**config.mk**
```make
export PLATFORM = sky130hd
export DESIGN_NAME = counter_flat
export DESIGN_NICKNAME = d
export VERILOG_FILES = /design/src/rtl/counter_pkg.sv /design/src/rtl/counter_if.sv /design/src/rtl/counter_prescaler.sv /design/src/rtl/counter.sv /design/src/flat_wrapper.sv
export SDC_FILE = /design/constraint.sdc
export NUM_CORES = 1
export LEC_CHECK = 0
export BUFFER_PORTS_ARGS = -buffer_cell sky130_fd_sc_hd__buf_2
export CORE_MARGIN = 2
export CORE_UTILIZATION = 53
export CTS_BUF_LIST = sky130_fd_sc_hd__clkbuf_16
export DETAILED_ROUTE_END_ITERATION = 16
export GPL_TIMING_DRIVEN = 0
export HOLD_SLACK_MARGIN = 0.12
export PLACE_DENSITY = 0.85
export SLEW_MARGIN = 20
export SYNTH_ARGS = -nofsm -noshare
export SYNTH_HDL_FRONTEND = slang
export SYNTH_SLANG_ARGS = --single-unit
```
**constraint.sdc**
```tcl
create_clock -name clk -period 3.7 [get_ports clk]
set_input_delay 0.37 -clock clk [delete_from_list [all_inputs] [get_ports clk]]
set_output_delay 0.37 -clock clk [all_outputs]
set_load 0.01 [all_outputs]
```
**src/rtl/counter_pkg.sv**
```systemverilog
// counter_pkg: shared widths and the prescaler terminal-value helper
package counter_pkg;
  localparam int COUNT_W = 16;
  localparam int PRESCALE_W = 8;
  localparam int PSC_W = 16;
  localparam int MAX_EXP = 16;
  // T = 2^min(p,16) - 1; a shift by 16 clears the mask, giving all ones
  function automatic logic [PSC_W-1:0] term_val(input logic [PRESCALE_W-1:0] p);
    logic [4:0] e;
    e = (p > PRESCALE_W'(MAX_EXP)) ? 5'(MAX_EXP) : p[4:0];
    return ~({PSC_W{1'b1}} << e);
  endfunction
endpackage

```
**src/rtl/counter_if.sv**
```systemverilog
// counter_if: control inputs and count output of the PWM timebase
// master drives en/count_reset/period/prescale/upnotdown and reads count_val; slave is the counter
interface counter_if;
  import counter_pkg::*;
  logic en;
  logic count_reset;
  logic [COUNT_W-1:0] period;
  logic [PRESCALE_W-1:0] prescale;
  logic upnotdown;
  logic [COUNT_W-1:0] count_val;
  modport master (output en, count_reset, period, prescale, upnotdown, input count_val);
  modport slave (input en, count_reset, period, prescale, upnotdown, output count_val);
endinterface

```
**src/rtl/counter_prescaler.sv**
```systemverilog
// counter_prescaler: 2^min(exp,16) divider with up/down phase, emits a one-cycle tick
// ports: clk, rst (sync), en (hold when low), clear (sync restart), exp (divider exponent),
//        upnotdown (1 = count up), tick (combinational pulse, valid only while enabled)
module counter_prescaler
  import counter_pkg::*;
(
  input  logic                  clk,
  input  logic                  rst,
  input  logic                  en,
  input  logic                  clear,
  input  logic [PRESCALE_W-1:0] exp,
  input  logic                  upnotdown,
  output logic                  tick
);
  logic [PSC_W-1:0] psc_q, psc_d, t;
  always_comb begin
    t = term_val(exp);
    psc_d = psc_q;
    tick = 1'b0;
    if (rst || clear) begin
      psc_d = upnotdown ? '0 : t;
    end else if (en && upnotdown) begin
      tick = psc_q >= t;
      psc_d = tick ? '0 : psc_q + 1'b1;
    end else if (en) begin
      // a phase above T (exponent just reduced) is pulled back to T without a tick
      tick = psc_q == '0;
      psc_d = (tick || psc_q > t) ? t : psc_q - 1'b1;
    end
  end
  always_ff @(posedge clk) psc_q <= psc_d;
endmodule

```
**src/rtl/counter.sv**
```systemverilog
// counter: prescaled 16-bit wrapping up-counter, timebase of the PWM generator
// ports: clk, rst (sync, active high), bus (counter_if.slave: en, count_reset, period,
//        prescale, upnotdown in; registered count_val out)
module counter
  import counter_pkg::*;
(
  input  logic     clk,
  input  logic     rst,
  counter_if.slave bus
);
  logic [COUNT_W-1:0] count_q, count_d;
  logic tick;
  counter_prescaler u_prescaler (
    .clk       (clk),
    .rst       (rst),
    .en        (bus.en),
    .clear     (bus.count_reset),
    .exp       (bus.prescale),
    .upnotdown (bus.upnotdown),
    .tick      (tick)
  );
  // >= rather than == so a period lowered below the count wraps on the next tick
  always_comb count_d = (rst || bus.count_reset) ? '0 :
                        !tick ? count_q :
                        (count_q >= bus.period) ? '0 : count_q + 1'b1;
  always_ff @(posedge clk) count_q <= count_d;
  assign bus.count_val = count_q;
endmodule

```
**src/flat_wrapper.sv**
```systemverilog
// flat-port wrapper written by rule: the top's interface ports become plain ports
module counter_flat import counter_pkg::*;
  (clk, rst, bus_en, bus_count_reset, bus_period, bus_prescale, bus_upnotdown, bus_count_val);
  counter_if bus_i ();
  input  logic clk;
  input  logic rst;
  input wire logic [$bits(bus_i.en)-1:0] bus_en;
  input wire logic [$bits(bus_i.count_reset)-1:0] bus_count_reset;
  input wire logic [$bits(bus_i.period)-1:0] bus_period;
  input wire logic [$bits(bus_i.prescale)-1:0] bus_prescale;
  input wire logic [$bits(bus_i.upnotdown)-1:0] bus_upnotdown;
  output wire logic [$bits(bus_i.count_val)-1:0] bus_count_val;
  assign bus_i.en = bus_en;
  assign bus_i.count_reset = bus_count_reset;
  assign bus_i.period = bus_period;
  assign bus_i.prescale = bus_prescale;
  assign bus_i.upnotdown = bus_upnotdown;
  assign bus_count_val = bus_i.count_val;
  counter u_core (.clk(clk), .rst(rst), .bus(bus_i));
endmodule
```
==> results of run 1 <==
logic make-up after synthesis:
group	after synthesis
simple gates	144
compound gates	110
buf+inv	51
fa+ha+maj	34
flops	32
xor+xnor	20
worst register-to-register path, stage by stage, from the launching register on:
cell	delay (ns)
edfxtp_1	0.46
inv_1	0.17
ha_1	0.21
or4b_1	0.54
nor4_1	0.43
and2_1	0.27
o211a_1	0.15
buf_4	0.16
nand2_2	0.10
o21ai_2	0.31
buf_2	0.30
nor2_1	0.09
what timing repair did:
action / CTS / global route
gates resized for setup: 10 / 14
setup buffers: 1 / 3
pin swaps: 2 / 2
endpoints found under the setup margin: 26 / 27
per-layer routing:
layer	global-route usage	wire [um]	up-vias
met5	0	0	-
met4	0.124	385	0
met3	0.0462	693	41
met2	0.495	4390	197
met1	0.348	3690	1539
li1	-	-	1596
path summary, 6_finish.rpt:
kind                             endpoint  slack (ns)  cells after the start
max          u_core.u_prescaler.psc_q[10]        0.05                     16
min              u_core.bus.count_val[15]        0.53                      2
max reg2reg       u_core.bus.count_val[2]        0.37                     11
min reg2reg      u_core.bus.count_val[15]        0.53                      2
registers in the layout, summed over array words and instances (netlist names):
signal / cells
u_core.bus.count_val: 16
u_core.u_prescaler.psc_q: 16
cell usage in the layout (no fill, tap or decap), types with 4 or more instances in the layout:
cell       count
a211oi_1       4
a21oi_1       21
a221oi_1      12
and2_1         4
and3_1        13
and4_1         5
buf_2         45
buf_4          7
clkbuf_1      10
clkbuf_16      5
dfxtp_1       16
edfxtp_1      16
ha_1          34
inv_1         31
nand2_1       17
nand3_1       15
nand4_1       15
nor2_1        34
nor3_1        12
nor4_1         5
o21ai_0        8
o21ai_1        4
o21ai_2        4
o22ai_1       10
o31ai_1       13
or3_1          5
or4_1          4
xor2_1        17
metrics by stage:
step,worst slack (ns),total power (W),utilization,hold WS [ns]
after floorplan,0.0275,0.000681,-,0.519
after global placement,-0.828,0.000760,0.596,0.502
after detailed placement,-0.859,0.000773,0.596,0.518
after CTS,0.0111,0.00117,0.629,0.527
after global routing,-0.0219,0.00124,0.642,0.574
final,0.0536,0.00119,0.642,0.531
layout make-up:
| class | instances | share of cell area |
|---|---|---|
| multi-input combinational | 308 | 0.600 |
| sequential | 32 | 0.213 |
| timing repair buffer | 47 | 0.0653 |
| clock buffer | 5 | 0.0333 |
| inverter | 30 | 0.0300 |
| buffer | 20 | 0.0297 |
| tap | 75 | 0.0250 |
| clock inverter | 3 | 0.00300 |
power by group through the flow:
stage               combinational, W  clock (W)  sequential [W]
global placement            0.000288          0        0.000472
finish                      0.000331   0.000387        0.000472
CTS                         0.000312   0.000391        0.000468
floorplan                   0.000227          0        0.000454
global route                0.000366   0.000404        0.000474
detailed placement          0.000299          0        0.000474
==> results.tsv, run 1 <==
metric	value	unit
detail-route-antenna-nets	0	
clock_path_buffers	2	
skew	0.00400	ns
final_cells	520	
regArea	801	um^2
cts-hold-fix-buffers	0	
synthFlopType	edfxtp_1	
fin_tns_setup	0	ns
n_fill_cell	492	
powerDensity	317	nW/um^2
critPathBufInv	5	
cts-root-buf	clkbuf_16	
start_util	0.544	
dp_cells	509	
seq_power_share	0.397	
grt_max_degree	18	
cts-buffers-inserted	5	
crit_family	compound AO/OA/AOI/OAI gates	
crit_path_start	bus_prescale[7]	
drive_above_1_share	0.196	
synth_area_leaders	edfxtp_1 15%, ha_1 13%, dfxtp_1 10%	
cp-start-kind	primary input	
final_nets	507	
synth_top_family_by_area	compound AO/OA/AOI/OAI gates	
fmax	0.274	GHz
coreArea	5850	um^2
antenna_found_initial	0	
fin_crit	3.65	ns
dpl_cell_area	3490	um^2
grt_remaining_overflow	0	
dieArea	6640	um^2
cpMostUsedCell	buf_4	
ys_top_cells_by_count	34 x ha_1, 34 x nor2_1, 30 x inv_1, 23 x a21oi_1	
insertion_delay	0.28	ns
place_congestion	0.908	
p_switching	0.000399	W
htreeDepth	2	
async_flop_share	0	
synthDistinctLibCells	55	
crit_arrival	3.74	ns
hold_viol	0	
synth_cells	391	
yosys.area.top_type_share	0.151	
drtIter0Drc	377	
synth.avg_cell_area	8.13	um^2
grt_pass1_vias	3117	
max_stage_delay	0.55	ns
grt_usage	0.285	
synth_mux_area_frac	0	
wl_per_cell	17.6	um
p_comb_frac	0.279	
switching_share	0.335	
tightest_slew	0.860	ns
fp.dieH	81.5	um
relSlewSlack	0.421	
clkPwrFrac	0.325	
synth-edff-count	16	
cp.required	3.80	ns
path_clk_slew	0.05	ns
syn_nets	454	
grt_pass1_wl	14700	um
hold_start	u_core.bus.count_val[15]	
reg2reg_from	u_core.u_prescaler.psc_q[0]	
vias	3373	
path_class	primary input to register	
drc	0	
ys_ff_latch	32	
cp_max_fo	10	
worst_path_max_delay_cell	or4_4	
io_buffer_count	43	
drt_wl_total	9150	um
slew_viol_final	0	
multi_input_area	2250	um^2
synth_compound_area_frac	0.247	
diodes	0	
outcome	completed	
ir_drop	0.000232	V
rows	28	
ys_warn_count	0	
fin_area	3750	um^2
worstSetupEndpointType	register	
dr.pass1.iters	6	
hp-class	register to register	
die_w	81.5	um
finalSetupViolCount	0	
ios	45	
seq_area_frac_synth	0.252	
syn2layout_area_growth	18.1	%
yosysTopAreaCell	edfxtp_1	
leakagePower	1.63	nW
post-route-period-util	0.986	
synthAdderAreaFrac	0.134	
detailedPlacementHpwl	6690	um
cp_cell_sequence	buf_2 -> or4_4 -> buf_6 -> inv_1 -> nand2b_2 -> a31oi_1 -> ha_1 -> nand2_1 -> o21ai_2 -> a2111oi_4 -> buf_4 -> o2111ai_4 -> buf_4 -> o31ai_1 -> nor2_1 -> o22ai_1	
netlist_area	3180	um^2
yosys.area_share.simple	0.244	
cts_tree	built	
viasPerCell	6.49	
numClockSinks	32	
p_int	0.000791	W
cap_violations	0	
synth_xor_area_frac	0.0551	
Power figures use the tool's default switching activity.
==> run 2, diff against run 1 <==
--- a/config.mk
+++ b/config.mk
@@ -8,4 +8,5 @@
 export BUFFER_PORTS_ARGS = -buffer_cell sky130_fd_sc_hd__buf_2
+export CORE_ASPECT_RATIO = 1.2
 export CORE_MARGIN = 2
-export CORE_UTILIZATION = 53
+export CORE_UTILIZATION = 63
 export CTS_BUF_LIST = sky130_fd_sc_hd__clkbuf_16
@@ -14,3 +15,3 @@
 export HOLD_SLACK_MARGIN = 0.12
-export PLACE_DENSITY = 0.85
+export PLACE_DENSITY = 0.94
 export SLEW_MARGIN = 20
==> constraint.sdc (replaced) <==
create_clock -name clk -period 4.65 [get_ports clk]
set_input_delay 0.6975 -clock clk [delete_from_list [all_inputs] [get_ports clk]]
set_output_delay 0.6975 -clock clk [all_outputs]
set_load 0.01 [all_outputs]
==> run 2 against run 1 <==
  * Total power is 20% lower
  * Sequential share of layout area is 0.68 points higher
  * Design area is 3.1% lower
==> results.tsv, run 2 (synthesized netlist as in run 1, its figures left out) <==
metric	value	unit	change
outcome	completed		
vias	3491		+3.5%
cap_violations	0		unchanged
postCtsSetupBuffers	0		-1
crit_path_start	bus_prescale[7]		
fin_crit	4.46	ns	
cts-buffers-inserted	5		unchanged
ir_drop	0.000137	V	-41%
fmax	0.224	GHz	
finalSetupViolCount	0		unchanged
r2r-end	u_core.bus.count_val[5]		
place_congestion	0.915		+0.70%
crit_path_end	u_core.u_prescaler.psc_q[10]		
io_buffer_count	43		unchanged
drc	0		unchanged
dpl_cell_area	3470	um^2	-0.54%
worst_slack	0.192	ns	+0.139 ns
dp_cells	494		-2.9%
cts-hold-fix-buffers	0		unchanged
cp.required	4.76	ns	+0.96 ns
dieArea	5640	um^2	-15%
dr.pass1.iters	5		-1
grt_remaining_overflow	0		unchanged
fin_area	3640	um^2	-3.1%
cp_cell_sequence	buf_2 -> or4_4 -> buf_6 -> inv_1 -> nand2b_1 -> clkbuf_1 -> nor3_1 -> ha_1 -> a21o_1 -> a2111oi_4 -> o21ai_1 -> a21oi_2 -> buf_2 -> a221oi_1 -> o22ai_1		
crit_family	compound AO/OA/AOI/OAI gates		
diodes	0		unchanged
tightest_slew	0.896	ns	+0.0358 ns
cp_max_fo	10		unchanged
start_util	0.648		+0.105
cts-root-buf	clkbuf_16		
path_clk_slew	0.06	ns	about the same
grt_usage	0.341		+0.0553
relSlewSlack	0.397		-0.0241
coreArea	4900	um^2	-16%
reg2reg_from	u_core.u_prescaler.psc_q[0]		
detail-route-antenna-nets	0		unchanged
dp_slack	-0.458	ns	+0.401 ns
cp.depth	15		-1
n_fill_cell	382		-22%
grt_pass1_vias	3122		+0.16%
skew	0.00611	ns	+0.00211 ns
max_stage_delay	0.55	ns	about the same
final_cell_mix	47 x buf_2, 34 x nor2_1, 34 x ha_1		
worstSetupEndpointType	register		
htreeDepth	2		unchanged
rows	28		unchanged
hold_start	u_core.bus.count_val[15]		
ff2ff_setup_slack	1.34	ns	+0.97 ns
fp.dieH	81.8	um	+0.45%
die_w	68.9	um	-15%
grt_pass1_wl	14700	um	about the same
powerDensity	262	nW/um^2	-17%
insertion_delay	0.28	ns	about the same
ios	45		unchanged
cts_tree	built		
reg2reg_depth	11		unchanged
final_common_cell	buf_2		
clock_path_buffers	2		unchanged
drtIter0Drc	369		-2.1%
leakagePower	1.60	nW	-2.0%
grt_setup_unrepaired	no		
drt_wl_total	9220	um	+0.73%
post-route-period-util	0.959		
fin_tns_setup	0	ns	unchanged
viasPerCell	6.95		+7.2%
grt_max_degree	18		unchanged
crit_arrival	4.57	ns	+0.83 ns
hold_viol	0		unchanged
wl_per_cell	18.4	um	+4.3%
slew_viol_final	0		unchanged
detailedPlacementHpwl	6760	um	+1.0%
path_class	primary input to register		
critPathBufInv	5		unchanged
hp-class	register to register		
cpMostUsedCell	buf_2		
numClockSinks	32		unchanged
syn2layout_area_growth	14.4	%	
final_cells	502		-3.5%
worst_path_max_delay_cell	or4_4		
antenna_found_initial	0		unchanged
cp-start-kind	primary input		
drive_above_1_share	0.165		-0.0303
final_nets	504		-0.59%
==> run 2: changes by cell type in the layout (fill, tap and decap cells not counted), sizes merged <==
| cell | change |
|---|---|
| buf | -3 |
==> run 2: worst min path at each step <==
stage / end / slack (ns) / depth (start not counted)
2_1_floorplan: u_core.bus.count_val[15] / 0.52 / 2
3_5_place_dp: u_core.bus.count_val[15] / 0.52 / 2
6_report: u_core.bus.count_val[15] / 0.53 / 2
5_1_grt: u_core.bus.count_val[1] / 0.59 / 2
4_1_cts: u_core.bus.count_val[15] / 0.54 / 2
3_3_place_gp: u_core.bus.count_val[15] / 0.50 / 2
==> run 2: final cells by class <==
class,instances,area (um^2),share of cell area
clock buffer,5,125,0.0344
clock inverter,3,16.3,0.00447
inverter,30,113,0.0309
multi-input combinational,308,2190,0.601
sequential,32,801,0.220
tap,60,75.1,0.0206
buffer,21,108,0.0296
timing repair buffer,43,215,0.0591
==> run 2: what timing repair did <==
action | 4_1_cts | 5_1_grt
cloned | 0 | 0
setup endpoints to repair | 10 | 10
resized for setup | 2 | 4
==> run 2: power by group <==
| group | total, W | switching, W | internal (W) | leakage, nW |
|---|---|---|---|---|
| clock network | 0.000327 | 0.000130 | 0.000197 | 0.0721 |
| logic | 0.000252 | 0.000150 | 0.000101 | 1.23 |
| registers | 0.000373 | 0.0000445 | 0.000329 | 0.293 |
| total | 0.000952 | 0.000324 | 0.000627 | 1.60 |
==> run 2: worst reg2reg max path, cell delays in order (launching register included) <==
cell	delay, ns
edfxtp_1	0.46
inv_1	0.18
ha_1	0.23
or4b_1	0.53
nor4_1	0.36
and2_1	0.29
o211a_1	0.16
buf_4	0.17
nand2_2	0.10
o21ai_2	0.32
buf_2	0.31
nor2_1	0.08
==> run 2: routing by layer <==
metal	vias to the layer above	global-route usage	part of all wire
met1	1609	0.387	0.38
li1	1594	-	-
met2	245	0.597	0.49
met3	43	0.0589	0.088
met5	-	0	0
met4	0	0.180	0.042
==> run 2: metrics by stage <==
stage	power (W)	hold WS [ns]	util
6_report	0.000952	0.529	0.742
5_1_grt	0.000986	0.587	0.742
4_1_cts	0.000936	0.537	0.740
3_5_place_dp	0.000613	0.524	0.708
3_3_place_gp	0.000604	0.499	0.708
2_1_floorplan	0.000541	0.519	-
==> run 3, diff against run 2 <==
ABC_AREA = 1   (was not set)
CORE_UTILIZATION = 64   (was 63)
==> run 3 against run 2 <==
  * Synthesized cell count is 48% higher
  * Setup slack improved by 0.81 ns
  * Global-route usage is 0.099 points higher
  * Core utilization decreased by 1.2 points
  * Largest cell class unchanged
  * Highest routed layer unchanged
  * Via count increased by 13%
  * Total power shrank 6.3%
  * Count of clock-buffer cells in the layout stayed put
==> results.tsv, run 3 <==
metric	value	unit	change
seq_power_share	0.383		-0.009
fin_tns_setup	0	ns	unchanged
outcome	completed		
dr.pass1.iters	5		unchanged
cp_max_fo	10		unchanged
ys_ff_latch	32		unchanged
powerDensity	218	nW/um^2	-17%
grtUsageMet1	0.357		-0.0294
synth_area_leaders	nand2_1 18%, edfxtp_1 13%, ha_1 12%		
cts-root-buf	clkbuf_16		
detail-route-antenna-nets	0		unchanged
post-synth-top-count-cell	nand2_1		
fp.dieH	86.7	um	+5.9%
path_class	primary input to register		
finalSetupViolCount	0		unchanged
syn2layout_area_growth	12.0	%	
synthDistinctLibCells	36		-35%
switching_share	0.330		-0.0109
diodes	0		unchanged
cp.required	4.68	ns	-0.08 ns
grt_remaining_overflow	0		unchanged
grt_max_degree	17		-1
hold_viol	0		unchanged
rows	30		+7.1%
yosys.area.top_type_share	0.182		+0.0312
cap_violations	0		unchanged
insertion_delay	0.28	ns	about the same
final_cell_mix	177 x nand2_1, 91 x inv_1, 64 x nand3_1		
numClockSinks	32		unchanged
hold_path_depth	2		unchanged
grt_setup_unrepaired	no		
synthFlopType	edfxtp_1		
worst_path_max_delay_cell	ha_1		
place_congestion	0.982		+7.3%
vias	3929		+13%
start_util	0.652		+0.00321
post-route-period-util	0.785		-0.174
cts-hold-fix-buffers	0		unchanged
cp-start-kind	primary input		
p_comb_frac	0.256		-0.008
ys_top_cells_by_count	177 x nand2_1, 91 x inv_1, 64 x nand3_1, 47 x nor2_1		
reg2reg_depth	13		+2
path_clk_slew	0.05	ns	about the same
netlist_area	3640	um^2	+15%
syn_nets	640		+41%
cp.depth	25		+10
clock_path_buffers	2		unchanged
leakagePower	2.16	nW	+35%
dieArea	6320	um^2	+12%
crit_arrival	3.68	ns	-0.89 ns
cts-buffers-inserted	5		unchanged
cpMostUsedCell	nand2_1		
coreArea	5590	um^2	+14%
detailedPlacementHpwl	7800	um	+15%
wl_per_cell	14.5	um	-21%
yosysTopAreaCell	nand2_1		
slew_viol_final	0		unchanged
drive_above_1_share	0.119		-0.0459
ios	45		unchanged
die_w	72.9	um	+5.9%
io_buffer_count	44		+2.3%
cts_tree	built		
worstSetupEndpointType	register		
p_switching	0.000294	W	-9.3%
grt_pass1_vias	4061		+30%
use_met2	0.633		+0.0359
drt_wl_total	10000	um	+8.9%
postCtsSetupBuffers	0		unchanged
ir_drop	0.000176	V	+28%
tightest_slew	0.793	ns	-0.103 ns
grt_usage	0.342		+0.000989
drtIter0Drc	303		-18%
htreeDepth	2		unchanged
skew	0.00556	ns	-0.000559 ns
hold_slack	0.523	ns	-0.00641 ns
globalRouteMet3Util	0.0512		-0.00774
seq_area_frac_synth	0.220		-0.0321
post_cts_resized	0		-2
relSlewSlack	0.470		+0.0730
max_stage_delay	0.29	ns	-0.26 ns
viasPerCell	5.67		-18%
top_usage_layer	met2		
final_common_cell	nand2_1		
async_flop_share	0		unchanged
grt_pass1_wl	17000	um	+16%
drc	0		unchanged
clkPwrFrac	0.361		+0.018
crit_family	simple AND/OR/NAND/NOR gates		
synth.avg_cell_area	6.32	um^2	-22%
final_nets	691		+37%
fmax	0.274	GHz	+22%
p_int	0.000597	W	-4.8%
hp-class	register to register		
critPathBufInv	6		+1
synth_cells	577		+48%
antenna_found_initial	0		unchanged
ys_warn_count	0		unchanged
synth-edff-count	16		unchanged
fin_crit	3.65	ns	-0.809 ns
## run 3: power by group through the flow
stage / clock [W] / combinational (W) / sequential [W]
6_report: 0.000322 / 0.000229 / 0.000341
5_1_grt: 0.000335 / 0.000261 / 0.000344
4_1_cts: 0.000322 / 0.000227 / 0.000341
3_5_place_dp: 0 / 0.000225 / 0.000347
3_3_place_gp: 0 / 0.000215 / 0.000346
2_1_floorplan: 0 / 0.000170 / 0.000341
## run 3: path summary, 6_finish.rpt
check | start | to | slack (ns)
worst max-delay path | bus_prescale[6] | u_core.u_prescaler.psc_q[7] | 1.00
worst min-delay path | u_core.bus.count_val[2] | u_core.bus.count_val[2] | 0.52
worst max register to register | u_core.u_prescaler.psc_q[2] | u_core.u_prescaler.psc_q[15] | 1.94
worst min register to register | u_core.bus.count_val[2] | u_core.bus.count_val[2] | 0.52
## run 3: cell families after synthesis
logic type | share of synthesized area
adder cells (fa/ha/maj) | 0.117
XOR/XNOR | 0.0625
AND/OR/NAND/NOR | 0.396
buffers and inverters | 0.117
flip-flops | 0.220
AO/OA/AOI/OAI | 0.0882
## run 3: per-layer routing
metal | share of wire | vias to the layer above
met5 | 0 | -
met4 | 0.040 | 0
met3 | 0.064 | 36
met2 | 0.52 | 166
met1 | 0.38 | 1773
li1 | - | 1954
## run 3: worst min-delay path, cell delays in order (launching register included)
cell,delay [ns]
dfxtp_1,0.35
nand2_1,0.08
a21oi_1,0.05
## run 3: cell type report
class,count,area (um^2)
multi-input combinational,441,2420
fill,466,1510
sequential,32,801
inverter,93,354
timing repair buffer,44,220
clock buffer,5,125
tap,64,80.1
buffer,11,71.3
clock inverter,3,13.8
## run 3: metrics by stage
| step | cells | power, W | area (um^2) | util | worst slack (ns) |
|---|---|---|---|---|---|
| after global placement | 685 | 0.000561 | 3950 | 0.705 | 0.811 |
| after detailed placement | 685 | 0.000571 | 3950 | 0.705 | 0.790 |
| final | 693 | 0.000891 | 4080 | 0.730 | 1.00 |
| after global routing | 693 | 0.000940 | 4080 | 0.730 | 0.730 |
| after CTS | 693 | 0.000889 | 4080 | 0.730 | 1.06 |
| after floorplan | 577 | 0.000510 | 3640 | - | 1.45 |
